`src/rtl/mem_wb_stage.sv`:
```
// -----------------------------------------------------------------------------
// mem_wb_stage
//   Memory / write-back pipeline stage. Takes the registered EX/MEM bundle,
//   drives a variable-latency data memory over a req/ack handshake, stalls
//   the upstream pipeline while an access is outstanding, and registers the
//   selected write-back result for the register file.
//
// Parameters
//   DBITS            data / address / register-index width
//
// Ports
//   clk, reset_n     clock (posedge) and asynchronous active-low reset
//   memtoReg_m       load: write-back data comes from memory
//   memWrite_m       store (wins over memtoReg_m when both are set)
//   jal_m            write-back data is incrementedPC_m
//   regWrite_m       instruction writes the register file
//   incrementedPC_m  PC+4 of the instruction
//   dstReg_m         destination register index
//   aluOut_m         ALU result / memory address
//   dataFwdOut2_m    store data
//   dmem_req/we/addr/wdata   memory request (we/addr/wdata valid with req)
//   dmem_ack/rdata   memory completion and read data
//   stall            upstream must hold EX/MEM and earlier stages
//   wb_en/dst/data   registered register-file write port
//
// Optional feature (macro MEM_WB_FWD_EN)
//   When defined, adds fwd_valid / fwd_dst / fwd_data: combinational copies
//   of the value about to be registered into wb_*, for the EX forwarding mux.
//   fwd_valid is forced low while stalling or in reset.
// -----------------------------------------------------------------------------
module mem_wb_stage #(
    parameter int DBITS = 32
) (
    input  logic             clk,
    input  logic             reset_n,
    input  logic             memtoReg_m,
    input  logic             memWrite_m,
    input  logic             jal_m,
    input  logic             regWrite_m,
    input  logic [DBITS-1:0] incrementedPC_m,
    input  logic [DBITS-1:0] dstReg_m,
    input  logic [DBITS-1:0] aluOut_m,
    input  logic [DBITS-1:0] dataFwdOut2_m,
    output logic             dmem_req,
    output logic             dmem_we,
    output logic [DBITS-1:0] dmem_addr,
    output logic [DBITS-1:0] dmem_wdata,
    input  logic             dmem_ack,
    input  logic [DBITS-1:0] dmem_rdata,
    output logic             stall,
    output logic             wb_en,
    output logic [DBITS-1:0] wb_dst,
    output logic [DBITS-1:0] wb_data
`ifdef MEM_WB_FWD_EN
    ,
    output logic             fwd_valid,
    output logic [DBITS-1:0] fwd_dst,
    output logic [DBITS-1:0] fwd_data
`endif
);

    typedef enum logic {
        S_IDLE,
        S_WAIT
    } state_t;

    state_t           state_q, state_d;

    // Latched copy of the request held for the whole WAIT period
    logic             we_q, we_d;
    logic             load_q, load_d;
    logic             jal_q, jal_d;
    logic             regwr_q, regwr_d;
    logic [DBITS-1:0] addr_q, addr_d;
    logic [DBITS-1:0] wdata_q, wdata_d;
    logic [DBITS-1:0] dst_q, dst_d;
    logic [DBITS-1:0] pc_q, pc_d;

    logic             wb_en_q, wb_en_d;
    logic [DBITS-1:0] wb_dst_q, wb_dst_d;
    logic [DBITS-1:0] wb_data_q, wb_data_d;

    logic             req_c;
    logic             stall_c;
    logic             mem_op;
    logic             is_load;
    logic [DBITS-1:0] nonmem_data;

    assign mem_op      = memtoReg_m | memWrite_m;
    // memWrite has priority: a combined memtoReg+memWrite is a store
    assign is_load     = memtoReg_m & ~memWrite_m;
    assign nonmem_data = jal_m ? incrementedPC_m : aluOut_m;

    always_comb begin
        state_d    = state_q;
        we_d       = we_q;
        load_d     = load_q;
        jal_d      = jal_q;
        regwr_d    = regwr_q;
        addr_d     = addr_q;
        wdata_d    = wdata_q;
        dst_d      = dst_q;
        pc_d       = pc_q;
        wb_en_d    = wb_en_q;
        wb_dst_d   = wb_dst_q;
        wb_data_d  = wb_data_q;
        req_c      = 1'b0;
        stall_c    = 1'b0;
        dmem_we    = 1'b0;
        dmem_addr  = aluOut_m;
        dmem_wdata = dataFwdOut2_m;

        case (state_q)
            S_IDLE: begin
                req_c      = mem_op;
                dmem_we    = memWrite_m;
                dmem_addr  = aluOut_m;
                dmem_wdata = dataFwdOut2_m;
                // No memory op, or zero-wait completion: write back directly.
                // A load only reaches here with ack set.
                if (!mem_op || dmem_ack) begin
                    wb_en_d   = regWrite_m;
                    wb_dst_d  = dstReg_m;
                    wb_data_d = is_load ? dmem_rdata : nonmem_data;
                end else begin
                    stall_c = 1'b1;
                    we_d    = memWrite_m;
                    load_d  = is_load;
                    jal_d   = jal_m;
                    regwr_d = regWrite_m;
                    addr_d  = aluOut_m;
                    wdata_d = dataFwdOut2_m;
                    dst_d   = dstReg_m;
                    pc_d    = incrementedPC_m;
                    wb_en_d = 1'b0;
                    state_d = S_WAIT;
                end
            end
            S_WAIT: begin
                // Inputs are ignored here; the request comes from the latches
                req_c      = 1'b1;
                dmem_we    = we_q;
                dmem_addr  = addr_q;
                dmem_wdata = wdata_q;
                if (dmem_ack) begin
                    wb_en_d   = regwr_q;
                    wb_dst_d  = dst_q;
                    wb_data_d = load_q ? dmem_rdata : (jal_q ? pc_q : addr_q);
                    state_d   = S_IDLE;
                end else begin
                    stall_c = 1'b1;
                    wb_en_d = 1'b0;
                end
            end
            default: state_d = S_IDLE;
        endcase
    end

    // Reset must drop the request and stall immediately, even mid-access
    assign dmem_req = reset_n & req_c;
    assign stall    = reset_n & stall_c;

    always_ff @(posedge clk or negedge reset_n) begin
        if (!reset_n) begin
            state_q   <= S_IDLE;
            we_q      <= 1'b0;
            load_q    <= 1'b0;
            jal_q     <= 1'b0;
            regwr_q   <= 1'b0;
            addr_q    <= '0;
            wdata_q   <= '0;
            dst_q     <= '0;
            pc_q      <= '0;
            wb_en_q   <= 1'b0;
            wb_dst_q  <= '0;
            wb_data_q <= '0;
        end else begin
            state_q   <= state_d;
            we_q      <= we_d;
            load_q    <= load_d;
            jal_q     <= jal_d;
            regwr_q   <= regwr_d;
            addr_q    <= addr_d;
            wdata_q   <= wdata_d;
            dst_q     <= dst_d;
            pc_q      <= pc_d;
            wb_en_q   <= wb_en_d;
            wb_dst_q  <= wb_dst_d;
            wb_data_q <= wb_data_d;
        end
    end

    assign wb_en   = wb_en_q;
    assign wb_dst  = wb_dst_q;
    assign wb_data = wb_data_q;

`ifdef MEM_WB_FWD_EN
    assign fwd_valid = reset_n & ~stall_c & wb_en_d;
    assign fwd_dst   = wb_dst_d;
    assign fwd_data  = wb_data_d;
`endif

endmodule

```
`config.mk`:
```
export PLATFORM = sky130hd
export DESIGN_NAME = mem_wb_stage
export DESIGN_NICKNAME = d
export VERILOG_FILES = /design/src/rtl/mem_wb_stage.sv
export SDC_FILE = /design/constraint.sdc
export NUM_CORES = 1
export LEC_CHECK = 0
export BUFFER_PORTS_ARGS = -buffer_cell sky130_fd_sc_hd__buf_2
export CAP_MARGIN = 15
export CORE_ASPECT_RATIO = 1.2
export CORE_MARGIN = 2
export CORE_UTILIZATION = 31
export CTS_CLUSTER_DIAMETER = 50
export DETAILED_ROUTE_END_ITERATION = 16
export PLACE_DENSITY = 0.65
export SYNTH_ARGS = -nofsm -noshare
export SYNTH_HDL_FRONTEND = slang
export SYNTH_SLANG_ARGS = --single-unit
export TNS_END_PERCENT = 50
```
`constraint.sdc`:
```
create_clock -name clk -period 1.6 [get_ports clk]
set_clock_uncertainty 0.2 [all_clocks]
set_input_delay 0.08 -clock clk [delete_from_list [all_inputs] [get_ports clk]]
set_output_delay 0.08 -clock clk [all_outputs]
set_load 0.02 [all_outputs]
```
==> results.cfg <==
[run_status]
status = finished, violations left
failed_checks = hold timing, setup timing

[worst_setup_path]
start_kind = register
arrival_ps = 1770
worstPathMaxFanout = 8
worstSetupEndpointType = primary output
criticalPathCategory = register to primary output
max_stage_delay_ps = 520
cp_slowest_cell = dfrtp_4
crit_required_ps = 1320
r2r_setup_slack_ps = -440
crit_chain = buf_12, buf_16, mux2_4, buf_6

[detailed_routing]
wirelength_um = 39250
first_pass_iters = 5
route.detailed.drc = 0
route.vias.total = 9237
antenna_left = 0
avgRoutedWirePerCell_um = 21.69
via_per_inst = 5.103
drtIter0Drc = 475

[pwr]
pwr-share-clk_pct = 26.3
p_leak_nw = 7.476
max-vdd-ir-drop_mv = 0.8095
p_switching_mw = 5.423
p_total_mw = 16.52
power_density_nw_per_um2 = 997.1
seqPwrFrac_pct = 39.3
share_comb_of_total_power_pct = 34.3
power.internal_mw = 11.10
swShare_pct = 32.82

[clock_network]
cts_root_buf = clkbuf_16
cts_sinks = 198
ctsHoldBuffers = 165
h-tree-depth = 4
clk_latency_ps = 460
cts_max_path_buffers = 2
clkTransAtPathRegs_ps = 80
cts_tree = done
numCtsBuffers = 17

[finish]
nets = 1508
fin_util_pct = 48.77
drive_above_1_share_pct = 49.74
stdcell_count = 1810
area_growth_pct = 55.56
nFillCells = 2911

[place]
place_ws_ps = -215.1
placedCellCount = 1564
io_buffers = 298
gp_congestion = 0.7678
hpwl_um = 21320

[sta]
slew_headroom_pct = 58.44
setup_tns_ps = -86690
final_hold_viol_count = 1
rsz0062_at_grt = true
period_share_pct = 128.3
setup_viol = 263
hold_ws_ps = -6.770
maxSlewViolCount = 0
tightest_slew_ps = 623.5
worst_slack_ps = -453.4
fin_crit_ps = 2053
fmax_ghz = 0.4870

[global_route]
grt_pass1_vias = 9864
grt_pass1_wl_um = 58770
gr-total-overflow = 0
grt_usage_pct = 21.24
grt_antenna_before_repair = 3
grt_max_degree = 111

[floorplanning]
die_w_um = 173.2
die_h_um = 207.1
placementRows = 74
dieArea_um2 = 35870
ios = 299
start_util_pct = 31.35
core_area_um2 = 33980

[synthesis]
netlist_area_um2 = 10650
synthArstFlopShare_pct = 100.0
synth-edff-count = 0
synth_nets = 1007
yosys.cell_types.count = 26
synth_warnings = 0
synth_cells = 840
synth-seq-cells = 198
ys.flop_type = dfrtp_1
ys_seq_area_share_pct = 46.51
postSynthAreaPerCell_um2 = 12.68

[worst_hold_path]
min_path_type = input pin to register

[run]
maxCapViolCount = 0
==> power by group through the flow <==
stage | Sequential [mW] | Clock, mW | Combinational, mW
after floorplan | 6.72 | 0 | 2.76
after global placement | 6.51 | 0 | 4.47
after detailed placement | 6.53 | 0 | 4.56
after CTS | 6.45 | 4.47 | 5.45
after global routing | 6.59 | 4.66 | 5.99
final | 6.50 | 4.35 | 5.67
==> synth_stat cells (all sizes together), types with 2 or more instances <==
library cell / number / area share, %
nor3: 65 / 3.1
clkbuf: 27 / 1.0
mux2: 227 / 27
buf: 53 / 3.1
dfrtp: 198 / 47
mux2i: 64 / 6.0
a21oi: 35 / 1.6
nand2b: 34 / 2.0
a31oi: 32 / 1.9
nor2b: 2 / 0.12
a211o: 32 / 2.6
o211ai: 32 / 2.3
nor3b: 32 / 2.3
==> kinds of logic after synthesis <==
logic type,synth area share [%]
AOI/OAI and AO/OA,8.562
buffers and inverters,4.158
DFF,46.51
muxes,33.15
and+or+nand+nor,7.623
==> through the flow <==
| step | hold WS (ps) | instance area (µm²) |
|---|---|---|
| 2_1_floorplan | -415.6 | 10750 |
| 3_3_place_gp | 79.19 | 12920 |
| 3_5_place_dp | 77.38 | 12920 |
| 4_1_cts | -111.6 | 16290 |
| 5_1_grt | -4.695 | 16570 |
| 6_report | -6.770 | 16570 |
==> sequential cells by signal, summed over array words and instances, names as in the netlist <==
register and cells:
addr_q 32, dst_q 32, jal_q 1, load_q 1, pc_q 32, regwr_q 1
state_q 1, wb_data 32, wb_dst 32, wb_en 1, wdata_q 32, we_q 1
==> worst paths after layout <==
kind,startpoint,end,depth (start not counted)
max,state_q,dmem_we,4
min,dmem_ack,load_q,5
max reg2reg,state_q,dst_q[17],7
min reg2reg,dst_q[31],dst_q[31],1
max in group asynchronous,reset_n,jal_q,3
min in group asynchronous,reset_n,state_q,3
==> final cells by class <==
class / count / area [µm²] / area share (%)
clock buffer: 19 / 452.9 / 2.733
multi-input combinational: 561 / 5430 / 32.77
sequential: 198 / 4961 / 29.94
timing repair buffer: 562 / 5039 / 30.41
tap: 456 / 570.5 / 3.443
antenna: 1 / 2.502 / 0.01510
inverter: 1 / 3.754 / 0.02265
clock inverter: 12 / 111.4 / 0.6720
==> critical path, delay by kind of cell, from the launching register on <==
family	cells	cell delay, ps
flops	1	520
mux	1	330
buf+inv	3	460
==> timing repair <==
item | in CTS | in global routing
endpoints found under the setup margin | 262 | 263
pin swaps | 7 | 1
gates resized for setup | 117 | 60
endpoints found under the hold margin | 395 | 1
gates cloned | 20 | 4
setup buffers | 29 | 3
==> layer usage <==
layer | wire length [µm] | vias to the layer above | global-route usage [%] | part of all wire [%]
met5 | 31 | - | 0 | 0.079
met4 | 1232 | 4 | 8.270 | 3.1
met1 | 16200 | 4671 | 25.57 | 41
met2 | 19970 | 364 | 37.31 | 51
met3 | 1819 | 73 | 4.075 | 4.6
li1 | - | 4125 | - | -
==> cell usage in the layout (no fill, tap or decap), drive strengths merged <==
master	n
inv	8
buf	385
nand2	1
dlygate4sd3	165
nor2b	2
diode	1
dfrtp	198
nand3	1
clkinvlp	3
bufbuf	8
nand2b	34
or2	1
o211ai	32
a211o	32
o21a	1
a31oi	32
clkinv	2
mux2i	64
a22o	1
clkbuf	23
a21oi	35
nor3b	32
nor2	1
mux2	227
nor3	65
Note: power is estimated with default switching activity, not from simulation.
